## src/rtl/seg7_scan_decoder.sv

```systemverilog
// seg7_scan_decoder: recovers the hex frame shown on a multiplexed active-low 7-segment bus
module seg7_scan_decoder #(
  parameter int NDIG        = 6,
  parameter int STABLE_CYC  = 4,
  parameter int TIMEOUT_CYC = 65535
) (
  input  logic            iCLK,
  input  logic            iRST,
  input  logic [7:0]      iSEG,
  input  logic [NDIG-1:0] iDIG_EN,
  output logic [31:0]     oDIG,
  output logic [NDIG-1:0] oDP,
  output logic            oVALID,
  output logic            oERR,
  output logic            oTIMEOUT
);
  localparam int SW = NDIG > 1 ? $clog2(NDIG) : 1;
  localparam int CW = $clog2(STABLE_CYC + 1);
  typedef enum logic [1:0] {SYNC, COLLECT, PUBLISH} state_t;
  state_t            r_state, w_state_nx;
  logic [7:0]        r_seg_m, r_seg_s, r_seg_p;
  logic [NDIG-1:0]   r_en_m, r_en_s, r_en_p;
  logic [CW-1:0]     r_cnt, w_cnt_nx;
  logic [NDIG-1:0]   w_act;
  logic              w_onehot, w_same, w_commit, w_acc;
  logic [SW-1:0]     w_sel;
  logic [4:0]        w_dec;
  logic [NDIG-1:0]   r_seen, r_errm, r_dpm, w_seen_nx, w_errm_nx, w_dpm_nx;
  logic [4*NDIG-1:0] r_nib, w_nib_nx;
  logic [15:0]       r_timer, w_timer_nx;
  logic              w_pub, w_to, w_ferr;
  logic [31:0]       r_dig;
  logic [NDIG-1:0]   r_dp;
  logic              r_valid, r_err, r_to;

  // Pattern to {err, nibble}; blank reads as E and a lone dash as F
  function automatic logic [4:0] decode(input logic [6:0] p);
    case (p)
      7'h40: decode = 5'h00;
      7'h79: decode = 5'h01;
      7'h24: decode = 5'h02;
      7'h30: decode = 5'h03;
      7'h19: decode = 5'h04;
      7'h12: decode = 5'h05;
      7'h02: decode = 5'h06;
      7'h78: decode = 5'h07;
      7'h00: decode = 5'h08;
      7'h18: decode = 5'h09;
      7'h08: decode = 5'h0A;
      7'h03: decode = 5'h0B;
      7'h46: decode = 5'h0C;
      7'h21: decode = 5'h0D;
      7'h7F: decode = 5'h0E;
      7'h3F: decode = 5'h0F;
      default: decode = 5'h10;
    endcase
  endfunction

  assign w_act    = ~r_en_s;
  assign w_onehot = (w_act != '0) && ((w_act & (w_act - NDIG'(1))) == '0);
  assign w_same   = (r_en_s == r_en_p) && (r_seg_s == r_seg_p);
  assign w_cnt_nx = !w_onehot ? '0 : !w_same ? CW'(1) : (r_cnt == CW'(STABLE_CYC)) ? r_cnt : r_cnt + CW'(1);
  assign w_commit = (w_cnt_nx == CW'(STABLE_CYC)) && (r_cnt != CW'(STABLE_CYC));
  assign w_dec    = decode(r_seg_s[6:0]);
  assign w_acc    = w_commit && (r_state == COLLECT || w_sel == '0);

  // Index of the single active select line
  always_comb begin
    w_sel = '0;
    for (int k = 0; k < NDIG; k++) if (w_act[k]) w_sel = SW'(k);
  end

  // Two-flop input synchronizer, previous-cycle copy and dwell counter
  always_ff @(posedge iCLK or posedge iRST) begin
    if (iRST) begin
      r_seg_m <= '1;
      r_seg_s <= '1;
      r_seg_p <= '1;
      r_en_m  <= '1;
      r_en_s  <= '1;
      r_en_p  <= '1;
      r_cnt   <= '0;
    end else begin
      r_seg_m <= iSEG;
      r_seg_s <= r_seg_m;
      r_seg_p <= r_seg_s;
      r_en_m  <= iDIG_EN;
      r_en_s  <= r_en_m;
      r_en_p  <= r_en_s;
      r_cnt   <= w_cnt_nx;
    end
  end

  // Frame assembly and state transitions; completion is checked before the timeout
  always_comb begin
    w_state_nx = r_state;
    w_seen_nx  = r_seen;
    w_errm_nx  = r_errm;
    w_nib_nx   = r_nib;
    w_dpm_nx   = r_dpm;
    w_timer_nx = r_timer;
    w_pub      = 1'b0;
    w_to       = 1'b0;
    if (w_acc) begin
      w_nib_nx[4*w_sel +: 4] = w_dec[3:0];
      w_dpm_nx[w_sel]        = ~r_seg_s[7];
      w_errm_nx[w_sel]       = w_dec[4];
      w_seen_nx[w_sel]       = 1'b1;
    end
    w_ferr = |w_errm_nx;
    if (r_state == COLLECT) begin
      w_timer_nx = r_timer + 16'd1;
      if (&w_seen_nx) begin
        w_pub      = 1'b1;
        w_seen_nx  = '0;
        w_errm_nx  = '0;
        w_state_nx = PUBLISH;
      end else if (r_timer == 16'(TIMEOUT_CYC - 1)) begin
        w_to       = 1'b1;
        w_seen_nx  = '0;
        w_errm_nx  = '0;
        w_state_nx = SYNC;
      end
    end else begin
      w_timer_nx = w_acc ? '0 : r_timer;
      w_state_nx = w_acc ? COLLECT : SYNC;
    end
  end

  // State, frame store and registered outputs
  always_ff @(posedge iCLK or posedge iRST) begin
    if (iRST) begin
      r_state <= SYNC;
      r_seen  <= '0;
      r_errm  <= '0;
      r_nib   <= '0;
      r_dpm   <= '0;
      r_timer <= '0;
      r_dig   <= '0;
      r_dp    <= '0;
      r_valid <= 1'b0;
      r_err   <= 1'b0;
      r_to    <= 1'b0;
    end else begin
      r_state <= w_state_nx;
      r_seen  <= w_seen_nx;
      r_errm  <= w_errm_nx;
      r_nib   <= w_nib_nx;
      r_dpm   <= w_dpm_nx;
      r_timer <= w_timer_nx;
      r_dig   <= w_pub ? 32'(w_nib_nx) : r_dig;
      r_dp    <= w_pub ? w_dpm_nx : r_dp;
      r_err   <= w_pub ? w_ferr : r_err;
      r_valid <= w_pub;
      r_to    <= w_to;
    end
  end

  assign oDIG     = r_dig;
  assign oDP      = r_dp;
  assign oVALID   = r_valid;
  assign oERR     = r_err;
  assign oTIMEOUT = r_to;
endmodule

```

## config.mk

```make
export PLATFORM = sky130hd
export DESIGN_NAME = seg7_scan_decoder
export DESIGN_NICKNAME = d
export VERILOG_FILES = /design/src/rtl/seg7_scan_decoder.sv
export SDC_FILE = /design/constraint.sdc
export NUM_CORES = 1
export LEC_CHECK = 0
export ABC_AREA = 1
export ABC_CLOCK_PERIOD_IN_PS = 12170
export BUFFER_PORTS_ARGS = -buffer_cell sky130_fd_sc_hd__clkbuf_2
export CAP_MARGIN = 20
export CORE_UTILIZATION = 50
export CTS_CLUSTER_SIZE = 25
export DETAILED_ROUTE_END_ITERATION = 7
export PLACE_DENSITY = 0.75
export SETUP_SLACK_MARGIN = 0.1
export SKIP_LAST_GASP = 1
export SLEW_MARGIN = 30
export SYNTH_ARGS = -nofsm -noshare
export SYNTH_HDL_FRONTEND = slang
export SYNTH_SLANG_ARGS = --single-unit
```

## constraint.sdc

```tcl
create_clock -name iCLK -period 12.17 [get_ports iCLK]
set_input_delay 2.434 -clock iCLK [delete_from_list [all_inputs] [get_ports iCLK]]
set_output_delay 2.434 -clock iCLK [all_outputs]
set_load 0.01 [all_outputs]
```

==> metrics.csv <==
stage;metric;value;unit
setup_path;most used cell, CP;nand2_1;
timing;Fmax achieved;249;MHz
clock_tree;clock sink count;138;
timing;endpoints failing hold;0;
layout;final net count;812;
global_route;gr usage total;0.217;
route;final WL;13.0;mm
setup_path;Crit path max-delay family;simple AND/OR/NAND/NOR gates;
synthesis;Mapped Area;0.00632;mm2
setup_path;kind of critical path;flip-flop to flip-flop;
global_route;largest net degree at the start of global routing;71;
route;via count;4938;
clock_tree;H-tree levels;4;
die;starting density of the core;0.520;
layout;area delta synth->final;15.4;%
die;Ports;57;
setup_path;Critical Path RT;12450;ps
synthesis;mean post-synth cell area;8.54;um2
synthesis;Post-Synthesis Cells;740;
setup_path;Critical Path AT;4300;ps
timing;Tmin final;4020;ps
global_route;initial antenna violation count;0;
timing;RSZ-0062 raised after global routing;false;
setup_path;Crit. End Element;flip-flop;
clock_tree;clk_lat worst skew;430;ps
setup_path;Max stage delay on crit path;650;ps
global_route;first-pass GRT wire length;21.9;mm
synthesis;EDFF count, synth;0;
timing;worst slew pin tran;853;ps
synthesis;Main synth FF type;dfrtp_1;
global_route;GRT Residual Overflow;0;
clock_tree;hold buffer count at cts;0;
clock_tree;TritonCTS buffer count;17;
min_path;Hold Path Class;flip-flop to flip-flop;
global_route;vias in the first global route;4787;
timing;Final period util;0.330;
clock_tree;Setup Fix Bufs, Post-CTS;0;
setup_path;CP bufs+invs;3;
clock_tree;Max clock buf depth;2;
setup_path;crit-path cells;inv_1, o21ai_1, ha_1, ha_1, inv_1, a21oi_1, nand2_1, nor2_8, nand2_1, nand2_1, nand2_1, inv_2, nand3_2, nand2_1, o21ai_2;
timing;Clock Skew;8.93;ps
synthesis;number of distinct library cells after synthesis;41;
placed_design;routability cong.;0.930;
synthesis;post-synthesis sequential area ratio;0.555;
timing;Max-slew headroom;0.431;
setup_path;Max FO, Critical Path;41;
synthesis;ys async rst share;1.00;
layout;post-route design area;0.00729;mm2
setup_path;Startpoint Class;flip-flop;
die;die area;0.0131;mm2
die;Die Span X;114;um
synthesis;Ys Warns;0;
route;DRT Pass-1 Iters;5;
route;Iter 0 DRT Violations;312;
power;Leak;3.79;nW
power;VDD IR-drop max;84.3;uV
timing;Post-Route Setup TNS;0;ps
die;Chip Height;114;um
power;Power Dens Cells;145;mW/mm2
route;Vias/cell;5.09;
layout;Ant. Diodes;0;
route;number of routed nets with antenna violations;0;
clock_tree;Clock Pin Slew Worst Setup and Hold Paths;60;ps
layout;share of cells above drive strength 1;0.182;
die;CORE AREA;0.0122;mm2
run;max-capacitance violation count;0;
timing;endpoints failing setup;0;
clock_tree;CTS tree;done;
timing;Slew Viols, Final;0;
route;Avg WL per Cell;13.4;um
placed_design;dpl hpwl;9.03;mm
synthesis;FF+latch count, synth;138;
status;outcome;completed;
setup_path;slowest cell on the critical path;nand3_2;
placed_design;placed cell area;0.00666;mm2
route;drt drc;0;
clock_tree;CTS root buffer;clkbuf_16;
clock_tree;PostCTS Resize Cnt;0;
die;# rows;40;
placed_design;Port Buffers;48;
[per-layer routing]
layer	global-route usage	part of all wire	up-vias	wire length [um]
met4	0.105	0.025	0	325
met2	0.358	0.49	156	6340
met1	0.263	0.44	2330	5750
met3	0.0598	0.045	34	586
li1	-	-	2418	-
met5	0	0	-	0
[sequential cells by signal (all words and copies together), names as in the netlist]
name      count
r_en_m        6
r_seen        6
oDP           6
r_timer      16
oDIG         24
r_seg_p       8
r_seg_m       8
r_dpm         6
r_cnt         3
r_en_s        6
oERR          1
r_state       2
r_en_p        6
oTIMEOUT      1
r_seg_s       8
oVALID        1
r_errm        6
r_nib        24
[final cells by class]
class	instances	area, um2
Tap cell	168	210
Timing Repair Buffer	51	263
Sequential cell	138	3510
Multi-Input combinational cell	485	2310
Inverter	97	369
Clock buffer	24	536
Clock inverter	8	100
Fill cell	1050	4870
[metrics by stage]
step	hold slack [ps]	power, mW	utilization	cells	setup WS, ps
2_1_floorplan	345	0.517	-	747	6110
3_3_place_gp	346	0.525	0.548	939	8330
3_5_place_dp	347	0.528	0.548	939	8190
4_1_cts	355	1.07	0.600	971	8170
5_1_grt	357	1.09	0.600	971	7700
6_report	353	1.06	0.600	971	8150
[worst paths after layout]
path | slack (ps) | cells after the start | start | end
worst max-delay path | 8150 | 15 | r_en_s[5]$_DFF_PP1_ | oDP[5]$_DFFE_PP0P_
worst min-delay path | 350 | 0 | r_seg_m[2]$_DFF_PP1_ | r_seg_s[2]$_DFF_PP1_
worst max register to register | 8150 | 15 | r_en_s[5]$_DFF_PP1_ | oDP[5]$_DFFE_PP0P_
worst min register to register | 350 | 0 | r_seg_m[2]$_DFF_PP1_ | r_seg_s[2]$_DFF_PP1_
max in group asynchronous | 8770 | 3 | iRST | oDIG[6]$_DFFE_PP0P_
min in group asynchronous | 2110 | 2 | iRST | r_timer[1]$_DFFE_PP0P_
[cell usage in the layout, fill, tap and decap left out, drive strengths merged, types with 3 or more instances in the layout]
cell type | Yosys | routed
clkbuf | 6 | 72
dfrtp | 96 | 96
clkinv | 0 | 4
inv | 97 | 99
conb | 1 | 8
a21oi | 16 | 16
nor2 | 64 | 64
o21a | 6 | 6
nand2 | 226 | 226
xnor2 | 5 | 5
o31ai | 5 | 5
nand3 | 58 | 58
o21ai | 51 | 51
ha | 6 | 6
nand4 | 8 | 8
nor3 | 12 | 12
dfstp | 42 | 42
buf | 21 | 3
xor2 | 7 | 7
[cell usage after synthesis, types with 5 or more instances]
library cell,instances,area [um2]
nand2_1,220,826
clkbuf_1,5,18.8
o21ai_0,39,195
nand2_2,5,31.3
buf_4,8,60.1
xnor2_1,5,43.8
xor2_1,7,61.3
nand4_1,7,43.8
ha_1,6,75.1
a21oi_1,16,80.1
dfrtp_1,96,2400
o21a_1,6,45.0
dfstp_2,42,1100
buf_2,10,50.1
inv_1,93,349
o21ai_1,11,55.1
o31ai_1,5,37.5
nor3_1,11,55.1
nand3_1,56,280
nor2_1,58,218
[cell families (layout without fill, tap and decap cells)]
logic type | after synthesis | after routing | share of synthesized area
XOR/XNOR | 12 | 12 | 0.0166
AND/OR/NAND/NOR | 373 | 373 | 0.255
multiplexers | 2 | 2 | 0.00317
AO/OA/AOI/OAI | 84 | 84 | 0.0736
flip-flops | 138 | 138 | 0.555
other | 1 | 8 | 0.000593
buffers and inverters | 124 | 180 | 0.0841
adder cells (fa/ha/maj) | 6 | 6 | 0.0119
[report_power, final]
| part | internal (mW) | switching [mW] | total, mW |
|---|---|---|---|
| logic | 0.0108 | 0.0295 | 0.0403 |
| clock network | 0.349 | 0.188 | 0.538 |
| registers | 0.472 | 0.00759 | 0.480 |
Note: power is estimated with default switching activity, not from simulation.
